**src/rtl/instr_fetch_pkg.sv**
```systemverilog
// instr_fetch_pkg
// Shared CPU package: fetch FSM state encoding, the default reset PC and the
// bit positions of the instruction-register fields. The control decoder
// imports the same field positions so both sides agree on the IR layout.
package instr_fetch_pkg;

  typedef enum logic [1:0] {
    IDLE = 2'd0,
    REQ  = 2'd1,
    HOLD = 2'd2
  } fetch_state_e;

  localparam logic [31:0] RESET_PC_DEFAULT = 32'h0000_3000;

  localparam int OPCODE_MSB = 31;
  localparam int OPCODE_LSB = 26;
  localparam int RS_MSB     = 25;
  localparam int RS_LSB     = 21;
  localparam int RT_MSB     = 20;
  localparam int RT_LSB     = 16;
  localparam int RD_MSB     = 15;
  localparam int RD_LSB     = 11;
  localparam int FUNCT_MSB  = 5;
  localparam int FUNCT_LSB  = 0;
  localparam int IMM_MSB    = 15;
  localparam int IMM_LSB    = 0;
  localparam int TARGET_MSB = 25;
  localparam int TARGET_LSB = 0;

  // Branch offset: word offset sign-extended and turned into a byte offset.
  function automatic logic [31:0] branch_offset(input logic [15:0] imm);
    return {{14{imm[15]}}, imm, 2'b00};
  endfunction

endpackage

```
**src/rtl/instr_fetch_npc_calc.sv**
```systemverilog
// npc_calc
// Combinational next-PC select used when the IR is consumed.
// Ports:
//   pc       in  32  address of the instruction being consumed
//   target26 in  26  jump target field of that instruction
//   imm16    in  16  branch offset field of that instruction
//   jump     in   1  take the jump target (wins over Branch)
//   Branch   in   1  conditional branch, taken only when zero=1
//   zero     in   1  ALU zero flag
//   npc      out 32  next fetch address (all arithmetic wraps modulo 2^32)
module npc_calc
  import instr_fetch_pkg::*;
(
  input  logic [31:0] pc,
  input  logic [25:0] target26,
  input  logic [15:0] imm16,
  input  logic        jump,
  input  logic        Branch,
  input  logic        zero,
  output logic [31:0] npc
);

  logic [31:0] pc_plus4;

  always_comb begin
    pc_plus4 = pc + 32'd4;
    npc      = pc_plus4;
    if (jump) begin
      npc = {pc_plus4[31:28], target26, 2'b00};
    end else if (Branch && zero) begin
      npc = pc_plus4 + branch_offset(imm16);
    end
  end

endmodule

```
**src/rtl/instr_fetch.sv**
```systemverilog
// instr_fetch
// Instruction fetch unit with a single instruction register and no prefetch:
// a word is requested (REQ), held in the IR until the datapath consumes it
// (HOLD), then the next address from npc_calc is requested.
// Ports:
//   clk, rst_n           clock (rising edge), async active-low reset
//   imem_req/imem_addr   read request and word-aligned address (REQ only)
//   imem_ack/imem_rdata  memory response, honoured only in REQ
//   ir_valid/ir_ready    IR handshake; consume = ir_valid && ir_ready
//   OpCode..target26     IR fields, meaningful only while ir_valid=1
//   jump/Branch/zero     next-PC controls, sampled at consume
//   pc                   address of the instruction in the IR
//   instr_cnt            number of consumed instructions (wraps)
module instr_fetch
  import instr_fetch_pkg::*;
#(
  parameter logic [31:0] RESET_PC = RESET_PC_DEFAULT
) (
  input  logic        clk,
  input  logic        rst_n,
  output logic        imem_req,
  output logic [31:0] imem_addr,
  input  logic        imem_ack,
  input  logic [31:0] imem_rdata,
  output logic        ir_valid,
  input  logic        ir_ready,
  output logic [5:0]  OpCode,
  output logic [5:0]  funct,
  output logic [4:0]  rs,
  output logic [4:0]  rt,
  output logic [4:0]  rd,
  output logic [15:0] imm16,
  output logic [25:0] target26,
  input  logic        jump,
  input  logic        Branch,
  input  logic        zero,
  output logic [31:0] pc,
  output logic [15:0] instr_cnt
);

  fetch_state_e state, state_nx;
  logic [31:0]  fetch_pc;
  logic [31:0]  pc_q;
  logic [31:0]  ir;
  logic [15:0]  cnt_q;
  logic [31:0]  npc;
  logic         take_ack;
  logic         consume;

  always_ff @(posedge clk or negedge rst_n) begin
    if (!rst_n) begin
      state <= IDLE;
    end else begin
      state <= state_nx;
    end
  end

  // imem_req and ir_valid are decoded from mutually exclusive states, so a
  // request can never overlap a valid IR.
  always_comb begin
    state_nx = state;
    imem_req = 1'b0;
    ir_valid = 1'b0;
    take_ack = 1'b0;
    consume  = 1'b0;
    case (state)
      IDLE: state_nx = REQ;
      REQ: begin
        imem_req = 1'b1;
        if (imem_ack) begin
          take_ack = 1'b1;
          state_nx = HOLD;
        end
      end
      HOLD: begin
        ir_valid = 1'b1;
        if (ir_ready) begin
          consume  = 1'b1;
          state_nx = REQ;
        end
      end
      default: state_nx = IDLE;
    endcase
  end

  npc_calc u_npc_calc (
    .pc       (pc_q),
    .target26 (ir[TARGET_MSB:TARGET_LSB]),
    .imm16    (ir[IMM_MSB:IMM_LSB]),
    .jump     (jump),
    .Branch   (Branch),
    .zero     (zero),
    .npc      (npc)
  );

  always_ff @(posedge clk or negedge rst_n) begin
    if (!rst_n) begin
      fetch_pc <= RESET_PC;
      pc_q     <= RESET_PC;
      ir       <= 32'h0;
      cnt_q    <= 16'h0;
    end else if (take_ack) begin
      ir   <= imem_rdata;
      pc_q <= fetch_pc;
    end else if (consume) begin
      fetch_pc <= npc;
      cnt_q    <= cnt_q + 16'd1;
    end
  end

  assign imem_addr = {fetch_pc[31:2], 2'b00};
  assign pc        = pc_q;
  assign instr_cnt = cnt_q;
  assign OpCode    = ir[OPCODE_MSB:OPCODE_LSB];
  assign funct     = ir[FUNCT_MSB:FUNCT_LSB];
  assign rs        = ir[RS_MSB:RS_LSB];
  assign rt        = ir[RT_MSB:RT_LSB];
  assign rd        = ir[RD_MSB:RD_LSB];
  assign imm16     = ir[IMM_MSB:IMM_LSB];
  assign target26  = ir[TARGET_MSB:TARGET_LSB];

endmodule

```
**config.mk**
```make
export PLATFORM = sky130hd
export DESIGN_NAME = instr_fetch
export DESIGN_NICKNAME = d
export VERILOG_FILES = /design/src/rtl/instr_fetch_pkg.sv /design/src/rtl/instr_fetch_npc_calc.sv /design/src/rtl/instr_fetch.sv
export SDC_FILE = /design/constraint.sdc
export NUM_CORES = 1
export LEC_CHECK = 0
export BUFFER_PORTS_ARGS = -buffer_cell sky130_fd_sc_hd__buf_2
export CAP_MARGIN = 20
export CORE_MARGIN = 4
export CORE_UTILIZATION = 55
export CTS_BUF_LIST = sky130_fd_sc_hd__clkbuf_4
export DETAILED_ROUTE_END_ITERATION = 10
export PLACE_DENSITY_LB_ADDON = 0.15
export SLEW_MARGIN = 20
export SYNTH_ARGS = -nofsm -noshare
export SYNTH_HDL_FRONTEND = slang
export SYNTH_SLANG_ARGS = --single-unit
export TNS_END_PERCENT = 5
```
**constraint.sdc**
```tcl
create_clock -name clk -period 7.7 [get_ports clk]
set_input_delay 1.54 -clock clk [delete_from_list [all_inputs] [get_ports clk]]
set_output_delay 1.54 -clock clk [all_outputs]
set_load 0.05 [all_outputs]
```
==> summary.md <==
| Metric | Value |
|---|---|
| Worst-path clk slew | `around 0.11 ns` |
| Placed cell count | `1053` |
| Via density | `5.73` |
| Outcome | `completed` |
| Arr. time, crit path | `between 4 and 5 ns` |
| Kind of critical path | `reg -> reg` |
| Number of vias in the routed layout | `6220` |
| RSZ-0062 raised after global routing | `no` |
| Final Critical Period | `around 4.3 ns` |
| EDFF count, synth | `0` |
| Crit path top cell by count | `o21a_1` |
| Final max-slew violation count | `0` |
| Layout cells sized above 1 | `0.328` |
| Syn_area_per_cell | `~9.6 sq um` |
| Initial DRC count | `about 430` |
| Sequential fraction of the synthesis area | `0.383` |
| DP HPWL | `approximately 14000 um` |
| Cell breakdown of the critical path | `and3_1 > nand3_1 > nor2b_1 > nand4_1 > xnor2_1 > ha_1 > a21oi_1 > o21ai_0 > o21a_1 > o21a_1 > o41a_1 > or4_1 > a32o_1` |
| Hold path depth | `1` |
| Crit path capture type | `register` |
| Commonest non-fill, non-tap cell in the layout | `buf_2` |
| Final Cycle Share | `0.553` |
| Tot GR Track Use | `0.251` |
| Async S/R FF share, synth | `1.00` |
| Total die area | `around 16000 sq um` |
| Hold/Removal Path Class | `reg -> reg` |
| CTS tree | `done` |
| Initial antenna violation count | `0` |
| Number of gates resized after CTS | `0` |
| Skew final | `around 0.025 ns` |
| Cell Area, Synth | `~7500 sq um` |
| GPL Wtd Cong | `approximately 0.9` |
| Synth warnings | `0` |
| Detailed Route WL | `19500 um` |
| First-pass GRT wire length | `between 30000 and 40000 um` |
| IO Pins | `190` |
| Clock tree buffer depth | `2` |
| Final Non-Filler Cells | `roughly 1100` |
| Synthesis-to-layout area growth | `12.2%` |
| Std-Cell Rows | `42` |
| CP max FO | `7` |
| ANT nets after route | `0` |
| Nets@finish | `~1000` |
| Slowest CP cell | `nor2b_1` |
| Total congestion overflow | `0` |
| # hold bufs at CTS | `0` |
| DRC errors left | `0` |
| Required time of the critical path | `8.12 ns` |
| Die Ht | `~120 um` |
| Number of port buffers | `187` |
| Setup Viol. Count Final | `0` |
| Largest net degree at the start of global routing | `74` |
| CTS Root Buffer Type | `clkbuf_4` |
| Maximum operating frequency | `approximately 240 MHz` |
| Num CTS Buffers | `17` |
| CORE AREA | `13200 sq um` |
| Slew margin rel. | `0.358` |
| Die width | `125 um` |
| Tightest Pin Transition | `0.960 ns` |
| Post-CTS Setup Bufs | `0` |
| Yosys cell types | `56` |
| CP Launch Type | `register` |
| Clock Sinks | `approximately 110` |
| Clock latency at the later pin of the worst-skew pair | `0.54 ns` |
| Reg2Reg Depth | `13` |
| DR pass1 iterations | `5` |
| Total negative slack | `0 ns` |
| Vias in the first global route | `6170` |
| Max-Cap Viols | `0` |
| Hold Vio Cnt, Final | `0` |
| Mean routed wirelength per cell | `roughly 18 um` |
| Most frequent cells in the layout | `buf_2 (186), dfrtp_1 (110), nand2_1 (69)` |
| Number of H-tree levels | `4` |
| Final Cell Area | `roughly 8400 sq um` |
| Delay of the slowest critical-path stage | `approximately 0.69 ns` |
| Mapped Cells | `780` |
| Synth Flop Type | `dfrtp_1` |
| Area after DPL | `8050 sq um` |
| Synth Register Bits | `around 110` |
| Antenna diode count | `0` |
| Min Hold Slack | `between 0.4 and 0.5 ns` |
| Initial Utilization | `0.564` |
## path summary, 6_finish.rpt
check | from | endpoint | slack [ns]
worst max-delay path | pc[4] | fetch_pc[24] | 3.44
worst min-delay path | instr_cnt[15] | instr_cnt[15] | 0.48
worst max register to register | pc[4] | fetch_pc[24] | 3.44
worst min register to register | instr_cnt[15] | instr_cnt[15] | 0.48
max in group asynchronous | rst_n | instr_cnt[11] | 5.40
min in group asynchronous | rst_n | ir[8] | 0.97
## registers in the layout, indices dropped and copies added, names as in the netlist
register / flops
fetch_pc: 32
ir: 32
pc: 32
instr_cnt: 16
state: 2
## per-stage QoR
step | util | worst slack (ns)
2_1_floorplan | - | 3.83
3_3_place_gp | 0.608 | 3.58
3_5_place_dp | 0.608 | 3.43
4_1_cts | 0.632 | 3.41
5_1_grt | 0.632 | 3.17
6_report | 0.632 | 3.44
## worst max-delay path, delay by kind of cell, from the launching register on
kind | cells | cell delay, ns
AO/OA/AOI/OAI | 6 | 1.40
AND/OR/NAND/NOR | 5 | 1.69
adder cells (fa/ha/maj) | 1 | 0.32
flip-flops | 1 | 0.45
XOR/XNOR | 1 | 0.28
## cells by family (layout without fill, tap and decap cells)
family / after synthesis / after routing / share of synthesized area
AO/OA/AOI/OAI: 172 / 172 / 0.146
XOR/XNOR: 61 / 61 / 0.0716
adder cells (fa/ha/maj): 39 / 39 / 0.0664
buffers and inverters: 115 / 243 / 0.0930
flip-flops: 114 / 114 / 0.383
multiplexers: 69 / 69 / 0.105
other: 1 / 2 / 0.000502
AND/OR/NAND/NOR: 209 / 209 / 0.135
## area by class of cell
cell class,count,area (sq um)
Tap cell,176,220
Clock inverter,11,161
Timing Repair Buffer,195,998
Clock buffer,21,158
Multi-Input combinational cell,552,3920
Sequential cell,114,2860
Inverter,16,60.1
Fill cell,1170,4870
## synth_stat cells, types with 15 or more instances
library cell / instances / area share
a211oi_1: 15 / 0.015
a21o_1: 21 / 0.021
a21oi_1: 49 / 0.033
buf_4: 70 / 0.070
clkbuf_1: 28 / 0.014
dfrtp_1: 110 / 0.37
ha_1: 38 / 0.064
inv_1: 15 / 0.0075
mux2_2: 64 / 0.097
nand2_1: 69 / 0.035
nand3_1: 31 / 0.021
nand4_1: 19 / 0.016
nor2_1: 37 / 0.019
o21ai_0: 44 / 0.029
xnor2_1: 44 / 0.052
xor2_1: 17 / 0.020
## metal layers
layer	global-route usage	share of wire
met5	0	0
met4	0.0554	0.015
met2	0.406	0.47
met1	0.341	0.45
met3	0.0643	0.062
Power is not shown: default switching activity piles up to over one toggle a cycle in this logic, so the estimate is an artifact.
